**config.mk**
```make
export PLATFORM = sky130hd
export DESIGN_NAME = fazyrv_ram_arb
export DESIGN_NICKNAME = d
export VERILOG_FILES = /design/src/rtl/fazyrv_ram_arb_pkg.sv /design/src/rtl/fazyrv_rr_arb2.sv /design/src/rtl/fazyrv_ram_arb.sv
export SDC_FILE = /design/constraint.sdc
export NUM_CORES = 1
export LEC_CHECK = 0
export BUFFER_PORTS_ARGS = -buffer_cell sky130_fd_sc_hd__buf_2
export CORE_MARGIN = 2
export CORE_UTILIZATION = 40
export CTS_BUF_LIST = sky130_fd_sc_hd__clkbuf_8 sky130_fd_sc_hd__clkbuf_16
export DETAILED_ROUTE_END_ITERATION = 12
export PLACE_DENSITY = 0.72
export SYNTH_ARGS = -nofsm -noshare
export SYNTH_HDL_FRONTEND = slang
export SYNTH_SLANG_ARGS = --single-unit
```
**constraint.sdc**
```tcl
create_clock -name clk_i -period 4.2 [get_ports clk_i]
set_input_delay 0.42 -clock clk_i [delete_from_list [all_inputs] [get_ports clk_i]]
set_output_delay 0.42 -clock clk_i [all_outputs]
set_load 0.03 [all_outputs]
```
**src/rtl/fazyrv_ram_arb_pkg.sv**
```systemverilog
// Shared types and helpers for the two-port RAM arbiter/sequencer.
package fazyrv_ram_arb_pkg;

    typedef enum logic [2:0] {
        S_IDLE  = 3'd0,
        S_RD    = 3'd1,
        S_MERGE = 3'd2,
        S_WR    = 3'd3,
        S_RSP   = 3'd4,
        S_ACK   = 3'd5
    } state_t;

    localparam logic PORT_A = 1'b0;
    localparam logic PORT_B = 1'b1;

    // Bytes with sel set come from the requester, the rest keep the RAM contents.
    function automatic logic [31:0] byte_merge(input logic [31:0] old_w,
                                               input logic [31:0] new_w,
                                               input logic [3:0]  sel);
        logic [31:0] res;
        res = old_w;
        for (int i = 0; i < 4; i++) begin
            if (sel[i]) res[8*i +: 8] = new_w[8*i +: 8];
        end
        return res;
    endfunction

endpackage

```
**src/rtl/fazyrv_rr_arb2.sv**
```systemverilog
// Two-way round-robin grant; the last-grant register only advances when en is high.
module fazyrv_rr_arb2
    import fazyrv_ram_arb_pkg::*;
(
    input  logic       clk_i,
    input  logic       rst_i,
    input  logic [1:0] req,
    input  logic       en,
    output logic       gnt,
    output logic       gnt_vld
);

    logic last_q;

    always_comb begin
        gnt_vld = |req;
        if (&req) gnt = ~last_q;
        else      gnt = req[PORT_B] ? PORT_B : PORT_A;
    end

    // Reset to B so that A wins the very first tie.
    always_ff @(posedge clk_i or posedge rst_i) begin
        if (rst_i)               last_q <= PORT_B;
        else if (en && gnt_vld)  last_q <= gnt;
    end

endmodule

```
**src/rtl/fazyrv_ram_arb.sv**
```systemverilog
// Round-robin arbiter and access sequencer for the single-port SoC RAM,
// emulating byte selects with read-modify-write.
//
// state | meaning
// IDLE  | arbitrate, latch the granted request
// RD    | RAM read of latched address (read or first half of RMW)
// RSP   | capture read data into the granted port's dat_o
// MERGE | combine RAM word with selected requester bytes
// WR    | RAM write of wdata register
// ACK   | one-cycle ack to granted port if its cyc is still high
module fazyrv_ram_arb
    import fazyrv_ram_arb_pkg::*;
#(
    parameter int ADRW   = 10,
    parameter bit RMW_EN = 1'b1
) (
    input  logic            clk_i,
    input  logic            rst_i,

    input  logic            a_cyc_i,
    input  logic            a_stb_i,
    input  logic            a_we_i,
    input  logic [ADRW-1:0] a_adr_i,
    input  logic [3:0]      a_sel_i,
    input  logic [31:0]     a_dat_i,
    output logic [31:0]     a_dat_o,
    output logic            a_ack_o,

    input  logic            b_cyc_i,
    input  logic            b_stb_i,
    input  logic            b_we_i,
    input  logic [ADRW-1:0] b_adr_i,
    input  logic [3:0]      b_sel_i,
    input  logic [31:0]     b_dat_i,
    output logic [31:0]     b_dat_o,
    output logic            b_ack_o,

    output logic            ram_we_o,
    output logic [ADRW-1:0] ram_waddr_o,
    output logic [ADRW-1:0] ram_raddr_o,
    output logic [31:0]     ram_wdata_o,
    input  logic [31:0]     ram_rdata_i
);

    state_t          state_q;
    logic            port_q;
    logic            we_q;
    logic [3:0]      sel_q;
    logic [ADRW-1:0] adr_q;
    logic [31:0]     wdata_q;
    logic [31:0]     a_dat_q;
    logic [31:0]     b_dat_q;

    logic            gnt;
    logic            gnt_vld;
    logic            g_we;
    logic [ADRW-1:0] g_adr;
    logic [3:0]      g_sel;
    logic [31:0]     g_dat;
    logic            g_full;

    fazyrv_rr_arb2 u_arb (
        .clk_i   (clk_i),
        .rst_i   (rst_i),
        .req     ({b_cyc_i & b_stb_i, a_cyc_i & a_stb_i}),
        .en      (state_q == S_IDLE),
        .gnt     (gnt),
        .gnt_vld (gnt_vld)
    );

    always_comb begin
        g_we   = (gnt == PORT_B) ? b_we_i  : a_we_i;
        g_adr  = (gnt == PORT_B) ? b_adr_i : a_adr_i;
        g_sel  = (gnt == PORT_B) ? b_sel_i : a_sel_i;
        g_dat  = (gnt == PORT_B) ? b_dat_i : a_dat_i;
        g_full = (g_sel == 4'hF) || (!RMW_EN && (g_sel != 4'h0));
    end

    // A write reaching RD is always the read half of an RMW.
    always_ff @(posedge clk_i or posedge rst_i) begin
        if (rst_i) begin
            state_q <= S_IDLE;
            port_q  <= PORT_A;
            we_q    <= 1'b0;
            sel_q   <= 4'h0;
            adr_q   <= '0;
            wdata_q <= 32'h0;
            a_dat_q <= 32'h0;
            b_dat_q <= 32'h0;
        end else begin
            case (state_q)
                S_IDLE: begin
                    if (gnt_vld) begin
                        port_q  <= gnt;
                        we_q    <= g_we;
                        sel_q   <= g_sel;
                        adr_q   <= g_adr;
                        wdata_q <= g_dat;
                        if (!g_we)                state_q <= S_RD;
                        else if (g_sel == 4'h0)   state_q <= S_ACK;
                        else if (g_full)          state_q <= S_WR;
                        else                      state_q <= S_RD;
                    end
                end
                S_RD:    state_q <= we_q ? S_MERGE : S_RSP;
                S_RSP: begin
                    if (port_q == PORT_B) b_dat_q <= ram_rdata_i;
                    else                  a_dat_q <= ram_rdata_i;
                    state_q <= S_ACK;
                end
                S_MERGE: begin
                    wdata_q <= byte_merge(ram_rdata_i, wdata_q, sel_q);
                    state_q <= S_WR;
                end
                S_WR:    state_q <= S_ACK;
                S_ACK:   state_q <= S_IDLE;
                default: state_q <= S_IDLE;
            endcase
        end
    end

    assign ram_we_o    = (state_q == S_WR);
    assign ram_waddr_o = adr_q;
    assign ram_raddr_o = adr_q;
    assign ram_wdata_o = wdata_q;

    assign a_dat_o = a_dat_q;
    assign b_dat_o = b_dat_q;
    assign a_ack_o = (state_q == S_ACK) && (port_q == PORT_A) && a_cyc_i;
    assign b_ack_o = (state_q == S_ACK) && (port_q == PORT_B) && b_cyc_i;

endmodule

```
==> flow_summary.ini, run 1 <==
[place]
hpwlAfterDp_um = 10300
portBuffers = 250
gp_congestion = 0.780

[power_and_ir_drop]
p_sw_w = 0.00275
power.density_nw_per_um2 = 892
vdd_drop_max_mv = 0.449
p_leak_nw = 3.70
swShare_pct = 42.1
p_clk_share_pct = 24.5
internal_power_w = 0.00380
power_frac_seq_pct = 31.3
power_frac_comb_pct = 44.2
total_power_w = 0.00655

[sta]
hold-worst-slack_ps = 224
rsz0062_at_grt = false
timing.fmax_mhz = 413
fin_worst_skew_ps = 7.14
fin_crit_sh_pct = 57.6
hold_viol = 0
min_period_ps = 2420
setup_viol = 0
finalMaxSlewViolations = 0
timing_worst_slew_pin_value_ps = 1060
slew_headroom_pct = 29.2
tns_ps = 0

[worst_hold_path]
hold_class = in2async

[layout]
seqCellArea_um2 = 2900
nNetsFinal = 809
area_growth_pct = 36.0
layout_common_cells = buf_2 (250), dfrtp_1 (115), nor2_1 (66), mux2_2 (64), mux2i_1 (49)
postLayoutCoreUtil_pct = 55.7
layout-drive-gt1-share_pct = 52.5
antennaDiodeCount = 0
mostFrequentLayoutCell = buf_2
multiInputGateArea_um2 = 2260
nFillCells = 1168

[synthesis]
ys_ff_latch = 116
yosys-mux-area-fraction_pct = 22.6
synth-compound-area-share_pct = 9.06
synthAdderAreaFrac_pct = 0
synth.top_cell.area_share_pct = 53.3
yosysTopAreaCell = dfrtp_1
synth.area.top_cells = dfrtp_1 (53%), mux2_2 (13%), mux2i_1 (9.1%), nor2_1 (4.6%), a211oi_1 (4.4%)
postSynthAreaPerCell_um2 = 12.2
syn_nets = 574
synth_cells = 442
synth-simple-area-share_pct = 9.87
synth_xor_area_share_pct = 0
synthDistinctLibCells = 31
synth_edf_count = 0
seq_area_frac_synth_pct = 53.8
synth_ff_type = dfrtp_1
syn_area_um2 = 5400
async_reset_ff_share_pct = 100
synth_top_family_by_area = multiplexers
synth_warnings = 0

[clocking]
cts_sinks = 116
cts_tree = yes
path_clk_slew_ps = 50
cts-hold-fix-buffers = 0
cts-root-buf = clkbuf_16
cts_resized = 0
clk_latency_ps = 400
cts_setup_buffers = 0
htreeDepth = 4
cts_buffer_depth = 2
numCtsBuffers = 17

[run]
cap_violations = 0

[detailed_routing]
postRouteAntennaNets = 0
drc = 0
drt_wl_total_um = 14100
wl_per_cell_um = 16.3
vias = 4278
drtPass1Iterations = 4
via_per_inst = 4.95
drtIter0Drc = 262

[setup_path]
slowest_delay_ps = 910
startpoint = state_q[0]
slowest_stage = dfrtp_1
end_kind = primary output
crit_fanout = 18
cpLargestDelayFamily = flip-flops
cp_cell_sequence = nand3_1 -> nor3b_1 -> buf_2
r2r_cells = 3
startpoint_type = flip-flop
r2r_start = state_q[0]
crit_arrival_ps = 2000
path_depth = 3
path_class = reg2out
path_buf_inv = 1
required_ps = 3780

[global_route]
grt_max_degree = 79
grt.total_usage_pct = 19.7
grt_overflow_total = 0
grt_pass1_wl_um = 22100
antenna_found_initial = 0
grt_pass1_vias = 4422

[floorplan]
dieArea_um2 = 14400
start_util_pct = 40.9
row_count = 42
dieHeight_um = 120
die_w_um = 120
io_pins = 251
core_um2 = 13200

[run_status]
status = finished clean
cells in the mapped netlist, types with 2 or more instances:
cell / number
mux2i_1: 49
nor3b_1: 3
nor4_1: 2
nand2b_1: 4
a211oi_1: 32
dfrtp_1: 115
nand2_1: 21
buf_4: 15
buf_6: 3
o21ai_1: 16
o21ai_0: 2
inv_1: 2
nor4bb_1: 4
buf_2: 15
a2111oi_4: 4
nor4_4: 2
and3_1: 4
buf_1: 3
mux2_2: 64
nand3_1: 5
nor2_1: 66
clkbuf_1: 2
through the flow:
step | setup WS, ps | instances | area, um^2
after floorplan | 709 | 442 | 5400
after global placement | 1890 | 834 | 6680
after detailed placement | 1840 | 834 | 6680
after CTS | 1740 | 864 | 7340
after global routing | 1560 | 864 | 7340
final | 1780 | 864 | 7340
logic make-up (layout without fill, tap and decap cells):
kind of cell    Yosys count  after routing
compound gates           58             58
mux                     114            114
flops                   116            116
buf+inv                  41            287
simple gates            113            113
metal layers:
| layer | GRT usage, % | up-vias | wire length, um |
|---|---|---|---|
| li1 | - | 2031 | - |
| met1 | 24.1 | 2058 | 5960 |
| met2 | 33.7 | 169 | 6920 |
| met3 | 5.05 | 20 | 936 |
| met4 | 7.28 | 0 | 252 |
| met5 | 0 | - | 0 |
state kept, by name (all words and copies together) (netlist names):
register,flops
a_dat_o,32
b_dat_o,32
ram_wdata_o,32
ram_raddr_o,10
sel_q,4
state_q,3
port_q,1
u_arb.last_q,1
we_q,1
power groups by stage:
stage | Sequential, W | Combinational, W | Clock (W)
final | 0.00205 | 0.00290 | 0.00160
after global placement | 0.00203 | 0.00287 | 0
after global routing | 0.00212 | 0.00308 | 0.00168
after CTS | 0.00205 | 0.00293 | 0.00163
after floorplan | 0.00296 | 0.00120 | 0
after detailed placement | 0.00206 | 0.00293 | 0
path summary, 6_finish.rpt:
check | end | slack, ps
max reg2reg | ram_wdata_o[10] | 1870
min reg2reg | u_arb.last_q | 460
min | a_dat_o[13] | 220
min in group clk_i | b_dat_o[26] | 280
max in group asynchronous | u_arb.last_q | 2880
max | a_ack_o | 1780
final cells by class:
class                           count  share of cell area (%)
Multi-Input combinational cell    285                    30.8
Clock buffer                       22                    6.73
Tap cell                          176                    3.00
Timing Repair Buffer              254                    17.4
Sequential cell                   116                    39.5
Inverter                            3                   0.187
Clock inverter                      8                    2.33
Note: power is estimated with default switching activity, not from simulation.
==> run 2: changes to the inputs <==
ABC_AREA = 1   (was not set)
clock period = 2.5 ns   (was 4.2 ns; I/O delays follow)
==> flow_summary.ini, run 2 <==
[sta]
setup_viol = 0
fin_worst_skew_ps = 7.13
finalMaxSlewViolations = 0
min_period_ps = 1880
rsz0062_at_grt = false
fin_crit_sh_pct = 75.1
hold_viol = 14
tns_ps = 0
timing_worst_slew_pin_value_ps = 763
timing.fmax_mhz = 533
slew_headroom_pct = 49.0
hold-worst-slack_ps = -23.4

[clocking]
htreeDepth = 4
numCtsBuffers = 17
cts_buffer_depth = 2
cts_sinks = 116
cts_resized = 0
cts_tree = yes
cts_setup_buffers = 0
cts-hold-fix-buffers = 0
cts-root-buf = clkbuf_16
path_clk_slew_ps = 50
clk_latency_ps = 410

[place]
placedCellCount = 1071
gp_congestion = 0.859
portBuffers = 250
hpwlAfterDp_um = 11400

[synthesis]
yosysTopAreaCell = dfrtp_1
syn_nets = 811
postSynthAreaPerCell_um2 = 7.90
syn_area_um2 = 5370
synthTopCellsByCount = nand2_1 (263), dfrtp_1 (115), o21ai_0 (70)
synth.top_cell.area_share_pct = 53.6
synthDistinctLibCells = 23
seq_area_frac_synth_pct = 54.1
synth_cells = 679
synth_ff_type = dfrtp_1
async_reset_ff_share_pct = 100
synth.area.top_cells = dfrtp_1 (54%), nand2_1 (18%), o21ai_0 (6.5%), nand3_1 (6.2%), inv_1 (3.3%)
synth_warnings = 0
synth_most_common_cell = nand2_1
synth_edf_count = 0
ys_ff_latch = 116

[detailed_routing]
drc = 0
via_per_inst = 4.78
drtPass1Iterations = 5
postRouteAntennaNets = 0
vias = 5270
wl_per_cell_um = 14.3
drt_wl_total_um = 15700
drtIter0Drc = 279

[global_route]
grt_max_degree = 117
grt_pass1_wl_um = 25000
grt.total_usage_pct = 22.3
grt_overflow_total = 0
antenna_found_initial = 0
grt_pass1_vias = 4870

[layout]
stdcell_count = 1102
area_growth_pct = 37.7
layout-drive-gt1-share_pct = 33.6
nFillCells = 1269
nNetsFinal = 1046
mostFrequentLayoutCell = nand2_1
antennaDiodeCount = 0
layout_common_cells = nand2_1 (262), buf_2 (250), dfrtp_1 (115), o21ai_0 (70), nand3_1 (65)
postLayoutCoreUtil_pct = 56.0

[floorplan]
dieArea_um2 = 14400
dieHeight_um = 120
row_count = 42
start_util_pct = 40.7
core_um2 = 13200
die_w_um = 120
io_pins = 251

[setup_path]
crit_arrival_ps = 2210
path_class = reg2reg
startpoint_type = flip-flop
crit_fanout = 25
end_kind = flip-flop
required_ps = 2830

[run]
cap_violations = 0

[power_and_ir_drop]
p_leak_nw = 4.16
vdd_drop_max_mv = 0.657
power.density_nw_per_um2 = 1500

[run_status]
failed_checks = hold timing
status = finished with violations

[worst_hold_path]
hold_class = in2async
==> run 2: changes by cell type in the layout (fill, tap and decap cells not counted), sizes merged, moves of 32 or more <==
cell,previous run,this run
nand2,21,266
nor2,66,21
o21ai,18,74
mux2i,49,0
inv,3,56
a211oi,32,0
a21oi,1,33
nand3,5,68
mux2,65,0
==> run 2: final cells by class <==
type | count | area (um^2) | area share [%]
clock buffer | 21 | 480 | 6.50
sequential | 116 | 2900 | 39.3
multi-input combinational | 466 | 2050 | 27.7
inverter | 56 | 214 | 2.90
clock inverter | 10 | 178 | 2.41
timing repair buffer | 257 | 1340 | 18.2
tap | 176 | 220 | 2.98
==> run 2: worst paths after layout <==
kind / slack, ps / start / depth (start not counted) / end
worst min register to register: 470 / ram_wdata_o[8] / 2 / ram_wdata_o[8]
worst min-delay path: -20 / rst_i / 3 / a_dat_o[20]
worst max-delay path: 620 / u_arb.last_q / 9 / state_q[1]
min in group clk_i: 90 / b_adr_i[0] / 3 / ram_raddr_o[0]
worst max register to register: 620 / u_arb.last_q / 9 / state_q[1]
max in group asynchronous: 2000 / rst_i / 3 / state_q[0]
==> run 2: logic make-up after synthesis <==
logic type,synth area share [%]
AOI/OAI and AO/OA,10.4
DFF,54.1
and+or+nand+nor,27.6
buffers and inverters,7.93
==> run 2: critical path, cell delays in order, from the launching register on <==
cell	delay, ps
dfstp_2	530
nand3_1	230
nand2_2	180
buf_4	290
nand2_1	80
nand2_1	140
nand2_1	70
nor2_1	100
nand2_1	60
a21oi_1	130
==> run 2: stage by stage <==
step                area [um^2]  hold WS, ps  total power [W]  setup WS (ps)
global placement           6730          458          0.00839            702
detailed placement         6730          462          0.00849            633
finish                     7390        -23.4           0.0111            623
global route               7390         76.5           0.0118            414
floorplan                  5370          391          0.00696            837
CTS                        7390         55.5           0.0112            617
==> run 2: layer usage <==
layer / track usage (%) / vias to the layer above / share of wire, %
li1: - / 2620 / -
met1: 31.0 / 2467 / 47
met2: 35.4 / 164 / 47
met3: 4.23 / 19 / 4.8
met4: 6.99 / 0 / 1.5
met5: 0 / - / 0
==> run 2: power by group <==
part	internal, W	total (W)	switching (W)
sequential	0.00282	0.00333	0.000513
clock	0.00186	0.00267	0.000812
combinational	0.00141	0.00509	0.00368
